--- config.mk ---
export PLATFORM = sky130hd
export DESIGN_NAME = div_seq
export DESIGN_NICKNAME = d
export VERILOG_FILES = /design/src/rtl/div_seq.sv
export SDC_FILE = /design/constraint.sdc
export NUM_CORES = 1
export LEC_CHECK = 0
export CORE_ASPECT_RATIO = 1.2
export CORE_UTILIZATION = 50
export DETAILED_ROUTE_END_ITERATION = 10
export PLACE_DENSITY_LB_ADDON = 0.1
export SLEW_MARGIN = 20
export SYNTH_ARGS = -nofsm -noshare
export SYNTH_HDL_FRONTEND = slang
export SYNTH_SLANG_ARGS = --single-unit
--- constraint.sdc ---
create_clock -name clk -period 7.3 [get_ports clk]
set_clock_uncertainty 0.1 [all_clocks]
set_input_delay 0.73 -clock clk [delete_from_list [all_inputs] [get_ports clk]]
set_output_delay 0.73 -clock clk [all_outputs]
set_load 0.01 [all_outputs]
--- src/rtl/div_seq.sv ---
// Multi-cycle RV32M divider: radix-2 restoring divide, one quotient bit per cycle.
// Divide-by-zero and signed overflow bypass the iteration and finish in one cycle.
module div_seq #(
    parameter int XLEN  = 32,
    parameter int CNT_W = 5
) (
    input  logic            clk,
    input  logic            rst,
    input  logic            start,
    input  logic [1:0]      op,
    input  logic [XLEN-1:0] a,
    input  logic [XLEN-1:0] b,
    input  logic            flush,
    output logic            busy,
    output logic            done,
    output logic [XLEN-1:0] result
);

    localparam logic [1:0] S_IDLE = 2'd0;
    localparam logic [1:0] S_RUN  = 2'd1;
    localparam logic [1:0] S_FIX  = 2'd2;
    localparam logic [1:0] S_DONE = 2'd3;

    localparam logic [XLEN-1:0] MIN_NEG = {1'b1, {(XLEN-1){1'b0}}};

    logic [1:0]      r_state;
    logic [CNT_W-1:0] r_cnt;
    logic [XLEN-1:0] r_quo;
    logic [XLEN-1:0] r_rem;
    logic [XLEN-1:0] r_div;
    logic [1:0]      r_op;
    logic            r_neg_q;
    logic            r_neg_r;
    logic [XLEN-1:0] r_result;

    logic            w_signed;
    logic            w_a_neg;
    logic            w_b_neg;
    logic [XLEN-1:0] w_a_mag;
    logic [XLEN-1:0] w_b_mag;
    logic            w_div0;
    logic            w_ovf;
    logic [XLEN-1:0] w_special_quo;
    logic [XLEN-1:0] w_special_rem;
    logic [XLEN+1:0] w_trial;
    logic            w_trial_neg;
    logic [XLEN-1:0] w_quo_fix;
    logic [XLEN-1:0] w_rem_fix;

    // op[0]=1 selects the unsigned variants (DIVU/REMU)
    assign w_signed = ~op[0];
    assign w_a_neg  = w_signed & a[XLEN-1];
    assign w_b_neg  = w_signed & b[XLEN-1];
    assign w_a_mag  = w_a_neg ? (~a + 1'b1) : a;
    assign w_b_mag  = w_b_neg ? (~b + 1'b1) : b;

    assign w_div0 = (b == '0);
    assign w_ovf  = w_signed && (a == MIN_NEG) && (b == '1);

    assign w_special_quo = w_div0 ? '1 : MIN_NEG;
    assign w_special_rem = w_div0 ? a  : '0;

    // Trial subtract on the shifted partial remainder, two guard bits keep the sign
    assign w_trial     = {1'b0, r_rem, r_quo[XLEN-1]} - {2'b00, r_div};
    assign w_trial_neg = w_trial[XLEN+1];

    assign w_quo_fix = r_neg_q ? (~r_quo + 1'b1) : r_quo;
    assign w_rem_fix = r_neg_r ? (~r_rem + 1'b1) : r_rem;

    always_ff @(posedge clk or posedge rst) begin
        if (rst) begin
            r_state  <= S_IDLE;
            r_cnt    <= '0;
            r_quo    <= '0;
            r_rem    <= '0;
            r_div    <= '0;
            r_op     <= '0;
            r_neg_q  <= 1'b0;
            r_neg_r  <= 1'b0;
            r_result <= '0;
        end else begin
            case (r_state)
                S_IDLE: begin
                    if (start && !flush) begin
                        r_op    <= op;
                        r_neg_q <= w_a_neg ^ w_b_neg;
                        r_neg_r <= w_a_neg;
                        r_div   <= w_b_mag;
                        r_cnt   <= '0;
                        if (w_div0 || w_ovf) begin
                            r_quo    <= w_special_quo;
                            r_rem    <= w_special_rem;
                            r_result <= op[1] ? w_special_rem : w_special_quo;
                            r_state  <= S_DONE;
                        end else begin
                            r_quo   <= w_a_mag;
                            r_rem   <= '0;
                            r_state <= S_RUN;
                        end
                    end
                end
                S_RUN: begin
                    if (flush) begin
                        r_state <= S_IDLE;
                    end else begin
                        r_quo <= {r_quo[XLEN-2:0], ~w_trial_neg};
                        r_rem <= w_trial_neg ? {r_rem[XLEN-2:0], r_quo[XLEN-1]}
                                             : w_trial[XLEN-1:0];
                        r_cnt <= r_cnt + CNT_W'(1);
                        if (r_cnt == CNT_W'(XLEN-1)) begin
                            r_state <= S_FIX;
                        end
                    end
                end
                S_FIX: begin
                    if (flush) begin
                        r_state <= S_IDLE;
                    end else begin
                        r_quo    <= w_quo_fix;
                        r_rem    <= w_rem_fix;
                        r_result <= r_op[1] ? w_rem_fix : w_quo_fix;
                        r_state  <= S_DONE;
                    end
                end
                default: begin
                    r_state <= S_IDLE;
                end
            endcase
        end
    end

    assign busy   = (r_state != S_IDLE);
    assign done   = (r_state == S_DONE);
    assign result = r_result;

endmodule

* Word-level counts from Yosys, hierarchy flattened
Cells that the tools add are included.
** Storage, ports and cells
- Register bits :: 139
- Latch bits :: 0
- RAM bits :: 0
- ROM bits :: 0
- Input bits :: 70
- Logic and storage cells :: 83
- Memories kept :: 0
** Operators by class
- Add/sub/neg operators :: 6
- $mul :: 0
- Div/mod/pow operators :: 0
- Order comparisons :: 0
- Equality and inequality tests :: 11
- Shifts and indexed selects :: 0
- Mux-type cells :: 32
- Bitwise operators :: 9
- Reduce and logical (&&, ||, !) cells :: 16
** Operators by type and width (count)
- 32-bit 2-to-1 mux :: 19
- 32-bit one-hot mux with 3 select lines :: 2
- 32-bit by 1-bit adder with 32-bit output (second input constant) :: 4
- 32-bit inverter :: 4
- 32-bit == test (second input constant) :: 2
- 32-bit one-hot mux with 2 select lines :: 1
- 33-bit by 32-bit subtractor with 34-bit output :: 1
- 32-bit logical NOT :: 1
- 31-bit 2-to-1 mux :: 1
- 2-bit 2-to-1 mux :: 5
- 5-bit 2-to-1 mux :: 2
- 5-bit one-hot mux with 2 select lines :: 1
- 2-bit inequality test (second input constant) :: 4
- 4-bit AND reduction :: 2
- 2-bit one-hot mux with 3 select lines :: 1
- 2-bit nonzero test :: 3
- 5-bit by 1-bit adder with 5-bit output (second input constant) :: 1
- 5-bit == test (second input constant) :: 1
- 2-bit == test (second input constant) :: 2
- 2-bit AND reduction :: 2
- 1-bit logical AND :: 3
- 3-bit inequality test (second input constant) :: 1
- 3-bit AND reduction :: 1
- 3-bit nonzero test :: 1
- other kinds (7) :: 9

* Logic depth before layout (Yosys ltp)
- Depth in word-level cells :: 7
- Gate-level depth with buffers :: 15
- Gate-level depth less buffers :: 14

* Least setup slack after synthesis
Ideal clock, no wire load.
- Path kind :: input-to-reg
- Start :: input port a[9]
- End :: register r_result[14] (netlist: result[14])
- Data arrival time :: 3.166 ns
- Data required time :: 7.082 ns
- Setup slack :: 3.916 ns
- Stages on the path :: 11
- Buffers on the path :: 2
- Cell sequence :: or4_4 > or3_4 > or3_4 > nor4_4 > nand2_4 > nor2_8 > nor2_4 > o22a_1 > buf_6 > buf_6 > a21o_1
** On the way
- Word-level cells in the longest chain between the ends :: 6
** RTL lines
- start, declared :: line 11 : input logic [XLEN-1:0] a,
- 32-bit == test :: line 58 : assign w_ovf = w_signed && (a == MIN_NEG) && (b == '1);
- 1-bit logical AND (2 in a row) :: line 58
- 1-bit logical OR :: line 90 : if (w_div0 || w_ovf) begin
- 2-bit inequality test (no source line)
- 4-bit AND reduction (no source line)
- end signal, assigned :: line 93 : r_result <= op[1] ? w_special_rem : w_special_quo;
- end signal, assigned :: line 121 : r_result <= r_op[1] ? w_rem_fix : w_quo_fix;
- end, declared :: line 34 : logic [XLEN-1:0] r_result;
Every way passes these cells.
A chain may end at the register's enable or synchronous reset.

* Worst setup path in the final report
- Start :: register r_rem[9]
- End :: register r_rem[16]
** On the way
- Word-level cells in the longest chain between the ends :: 5
- Elaborated cells on any way between the ends :: 8
- Classes of those cells :: 2 x add/sub; 5 x mux; 1 x bitwise
** RTL lines
- start, declared :: line 29 : logic [XLEN-1:0] r_rem;
- start signal, assigned :: line 92 : r_rem <= w_special_rem;
- start signal, assigned :: line 107 : r_rem <= w_trial_neg ? {r_rem[XLEN-2:0], r_quo[XLEN-1]}
- start signal, assigned :: line 120 : r_rem <= w_rem_fix;
- 32-bit inverter :: line 68 : assign w_rem_fix = r_neg_r ? (~r_rem + 1'b1) : r_rem;
- 32-bit by 1-bit adder with 32-bit output :: line 68
- 32-bit 2-to-1 mux :: line 68
- 32-bit 2-to-1 mux :: line 116 : if (flush) begin
- 32-bit one-hot mux with 3 select lines * :: line 82 : case (r_state)
Every way passes the cells marked *; elsewhere a longest branch is shown, timed or not. The select of a mux whose other input is x is not followed.

==> impl_summary.txt <==
----------------------------------------------------
[Run status]
  Status ... finished, final reports clean

[Setup path]
  Crit end category ... flop
  Flop-to-flop setup slack ... 3.13 ns
  R2r startpoint ... r_rem[9]
  Crit path to ... r_rem[16]
  Launching element of the worst setup path ... r_rem[9]
  Arrival time at the worst endpoint ... roughly 4.4 ns
  Worst Setup Path Type ... reg -> reg
  Worst Path Required ... between 7 and 8 ns
  CP Cell Sequence ... ha_1, a21oi_1, o21ai_0, a211oi_1, o221ai_1, or4_1, nand2_2, mux2_2, nand2_1, o2111a_1, a211oi_1
  Critical Path Slowest Stage Cell ... sky130_fd_sc_hd__nand2_2
  Buffers and inverters on the worst path ... 0
  Gate family responsible for the most delay along the worst path ... simple AND/OR/NAND/NOR gates
  Worst stage delay on the critical path ... 0.78 ns
  Number of cells on the critical path ... 11
  Crit-path max FO ... about 50
  Destination of the worst register-to-register timing path ... r_rem[16]
  Top cell by count, worst path ... sky130_fd_sc_hd__a211oi_1
  Critical path launch point type ... flop
  Depth of the most critical reg-to-reg path ... 11

[Yosys]
  Seq cells post-synth ... 138
  Post-synthesis xor/xnor area fraction ... 0.107
  EDFF count, synth ... 0
  Part of the Yosys area used for sequential elements ... 0.286
  Number of warning messages in the yosys log ... 0
  FFs w/ async S/R, synth ... 1.00
  Simple-gate share of the synthesized area ... 0.210
  Number of nets produced by synthesis ... approximately 1.7k
  Synth Area in Compound Gates ... 0.272
  Proportion of synthesized area in mux cells ... 0.0230
  Mean area per synthesized cell ... around 7.6 µm²
  Fraction of the mapped netlist area in adder cells ... 0.0462
  Synthesized instance count ... 1586
  Most common flop cell mapped by yosys ... sky130_fd_sc_hd__dfrtp_1
  Post-synth design cell area ... approximately 0.012 mm²
  Main combinational cell family by area after synthesis ... compound AO/OA/AOI/OAI gates
  Synth unique cells ... just under 80

[Global route]
  GR Layer Usage met2 ... 0.546
  Global-route congestion overflow total ... 0
  Via count of the first global-routing pass ... approximately 12k
  Met3 GRT Util ... 0.0415
  Number of antenna violations at the first check in global routing ... 0
  Pin count of the biggest net entering global routing ... 86
  Overall fraction of global-route tracks in use ... 0.341
  Global-route wire length before repair ... ~64000 µm
  Most Crowded Layer GR ... met2
  Global-route met1 utilization ... 0.438

[Layout]
  Ant diodes ... 0
  Share of cells above drive strength 1 ... 0.0497
  Net total in the final layout ... roughly 1.7k
  Commonest cells after routing, fill and taps aside ... sky130_fd_sc_hd__nand2_1 (187), sky130_fd_sc_hd__nor2_1 (170), sky130_fd_sc_hd__o21ai_0 (155)
  Synthesis-to-finish area growth ... 14.2%
  Most common cell after layout, fill and taps aside ... sky130_fd_sc_hd__nand2_1

[STA]
  Final hold slack ... 0.381 ns
  Post-Route Setup TNS ... 0 ns
  Worst-Margin Slew ... around 1.1 ns
  Hold Fails Final Rpt ... 0
  Minimum clock period after layout ... ~4.2 ns
  Endpoints failing setup ... 0
  Fraction of the cycle the final worst path needs ... 0.571
  Unrepaired setup endpoints after global routing ... false
  Post-route worst setup slack ... between 3 and 4 ns
  Upper clock frequency limit ... about 0.24 GHz
  Max-slew headroom ... 0.297
  Number of max-slew violations in the final report ... 0

[CTS]
  Clock H-tree levels ... 4
  Latest clock arrival within the worst-skew pair ... between 0.4 and 0.5 ns
  TritonCTS clock tree ... built
  CTS hold repair buffers ... 0
  Cts bufs inserted ... 17
  Longest Clk Path Bufs ... 2
  Clk slew on worst S/H paths ... around 0.07 ns
  Count of cells resized by post-cts repair ... 0
  Root buffer cell ... sky130_fd_sc_hd__clkbuf_16
  Post-CTS setup buffers ... 0
  Clock sink total ... 138

[Route]
  Remaining routing DRC violations ... 0
  First-pass DRT Iterations ... 5
  Antenna Violating Nets Remaining ... 0
  Total detailed-routing wirelength ... approximately 41000 µm
  Average wire length per cell after detail routing ... 21.0 µm
  Vias per cell ... 6.29
  Detailed Route Iter0 Violations ... approximately 1.1k
  DR vias ... roughly 12k

[Worst hold path]
  Worst hold-check path type ... reg -> reg

[Placed design]
  Gp weighted congestion ... 0.922
  Detailed placement HPWL ... roughly 30000 µm
  Post-placement setup slack ... approximately 2.7 ns
  Count of input and output buffers ... roughly 100

[Pwr]
  Static Leakage ... approximately 5.6 nW
  Largest voltage drop on the vdd net ... around 0.33 mV
  Power Density ... 531 mW/mm²

[Die]
  Die W ... 144 µm
  Initial cell density of the core ... 0.516
  Core Region ... 0.0234 mm²
  Site row count ... between 60 and 70
  Die Area ... 0.0248 mm²
  Number of top-level pins ... 104
  Vertical die dimension ... roughly 170 µm

[Run]
  Number of max-cap violations ... 0

----------------------------------------------------
-- state kept, by name (all words and copies together), names as in the netlist --
register and flops:
r_neg_q 1, r_div 32, r_neg_r 1, r_op 1, r_rem 32, result 32
r_cnt 5, r_quo 32, r_state 2
-- power by group --
part / switching [mW] / leakage [nW] / internal (mW)
combinational: 2.88 / 3.64 / 1.92
sequential: 0.479 / 1.70 / 1.14
clock: 0.394 / 0.283 / 0.511
total: 3.75 / 5.63 / 3.57
-- worst register-to-register path: cells and delay by family, from the launching register on --
| kind | cells | cell delay (ns) |
|---|---|---|
| AND/OR/NAND/NOR | 3 | 1.42 |
| flip-flops | 1 | 0.44 |
| adder cells (fa/ha/maj) | 1 | 0.43 |
| multiplexers | 1 | 0.42 |
| AO/OA/AOI/OAI | 6 | 1.19 |
-- synthesized netlist by cell type, types with 10 or more instances --
cell type / count / share of area
sky130_fd_sc_hd__a211oi_1: 15 / 0.0093
sky130_fd_sc_hd__a21o_1: 26 / 0.016
sky130_fd_sc_hd__a21oi_1: 146 / 0.060
sky130_fd_sc_hd__a221oi_1: 18 / 0.013
sky130_fd_sc_hd__a31oi_1: 23 / 0.012
sky130_fd_sc_hd__a32o_1: 15 / 0.012
sky130_fd_sc_hd__buf_1: 11 / 0.0034
sky130_fd_sc_hd__clkbuf_1: 86 / 0.027
sky130_fd_sc_hd__dfrtp_1: 138 / 0.29
sky130_fd_sc_hd__ha_1: 43 / 0.045
sky130_fd_sc_hd__inv_1: 61 / 0.019
sky130_fd_sc_hd__mux2i_1: 21 / 0.017
sky130_fd_sc_hd__nand2_1: 189 / 0.059
sky130_fd_sc_hd__nand2b_1: 17 / 0.0088
sky130_fd_sc_hd__nand3_1: 15 / 0.0062
sky130_fd_sc_hd__nand4_1: 16 / 0.0083
sky130_fd_sc_hd__nor2_1: 171 / 0.053
sky130_fd_sc_hd__nor3_1: 46 / 0.019
sky130_fd_sc_hd__nor4_1: 10 / 0.0052
sky130_fd_sc_hd__o211ai_1: 19 / 0.012
sky130_fd_sc_hd__o21ai_0: 155 / 0.064
sky130_fd_sc_hd__o31ai_1: 28 / 0.017
sky130_fd_sc_hd__or3_1: 18 / 0.0093
sky130_fd_sc_hd__or4_1: 13 / 0.0081
sky130_fd_sc_hd__xnor2_1: 94 / 0.068
sky130_fd_sc_hd__xor2_1: 54 / 0.039
-- cell type report --
| type | instances | area, µm² |
|---|---|---|
| multi-input cells | 1279 | 7970 |
| clock buffers | 18 | 429 |
| well taps | 315 | 394 |
| flip-flops and latches | 138 | 3450 |
| inverters | 63 | 241 |
| fillers | 2213 | 9640 |
| clock inverters | 14 | 159 |
| repair buffers | 118 | 1140 |
-- worst min path at each step --
stage	start	to	slack, ns	depth (start not counted)
detailed placement	r_div[28]	r_div[28]	0.37	2
floorplan	r_div[10]	r_div[10]	0.35	2
global placement	r_neg_q	r_neg_q	0.36	2
global route	r_neg_q	r_neg_q	0.40	2
finish	r_div[29]	r_div[29]	0.38	2
CTS	r_div[28]	r_div[28]	0.38	2
-- per-layer routing --
metal / part of all wire / routed length, µm
met1: 0.41 / 16600
met2: 0.45 / 18600
met3: 0.074 / 3050
met4: 0.064 / 2620
met5: 0 / 0
-- kinds of logic (layout without fill, tap and decap cells) --
kind of cell | after synthesis | count (layout)
adders and majority gates | 44 | 44
muxes | 27 | 27
buffers and inverters | 169 | 213
DFF | 138 | 138
and+or+nand+nor | 539 | 539
xor gates and xnor gates | 148 | 148
AOI/OAI and AO/OA | 521 | 521
-- stage by stage --
stage	total power, mW	instance area [µm²]	util	std cells
detailed placement	6.33	13200	0.564	1913
global placement	6.25	13200	0.564	1913
floorplan	4.99	12100	-	1586
global route	7.89	13800	0.589	1945
finish	7.33	13800	0.589	1945
CTS	7.25	13800	0.589	1945
(Power assumes the default switching activity.)
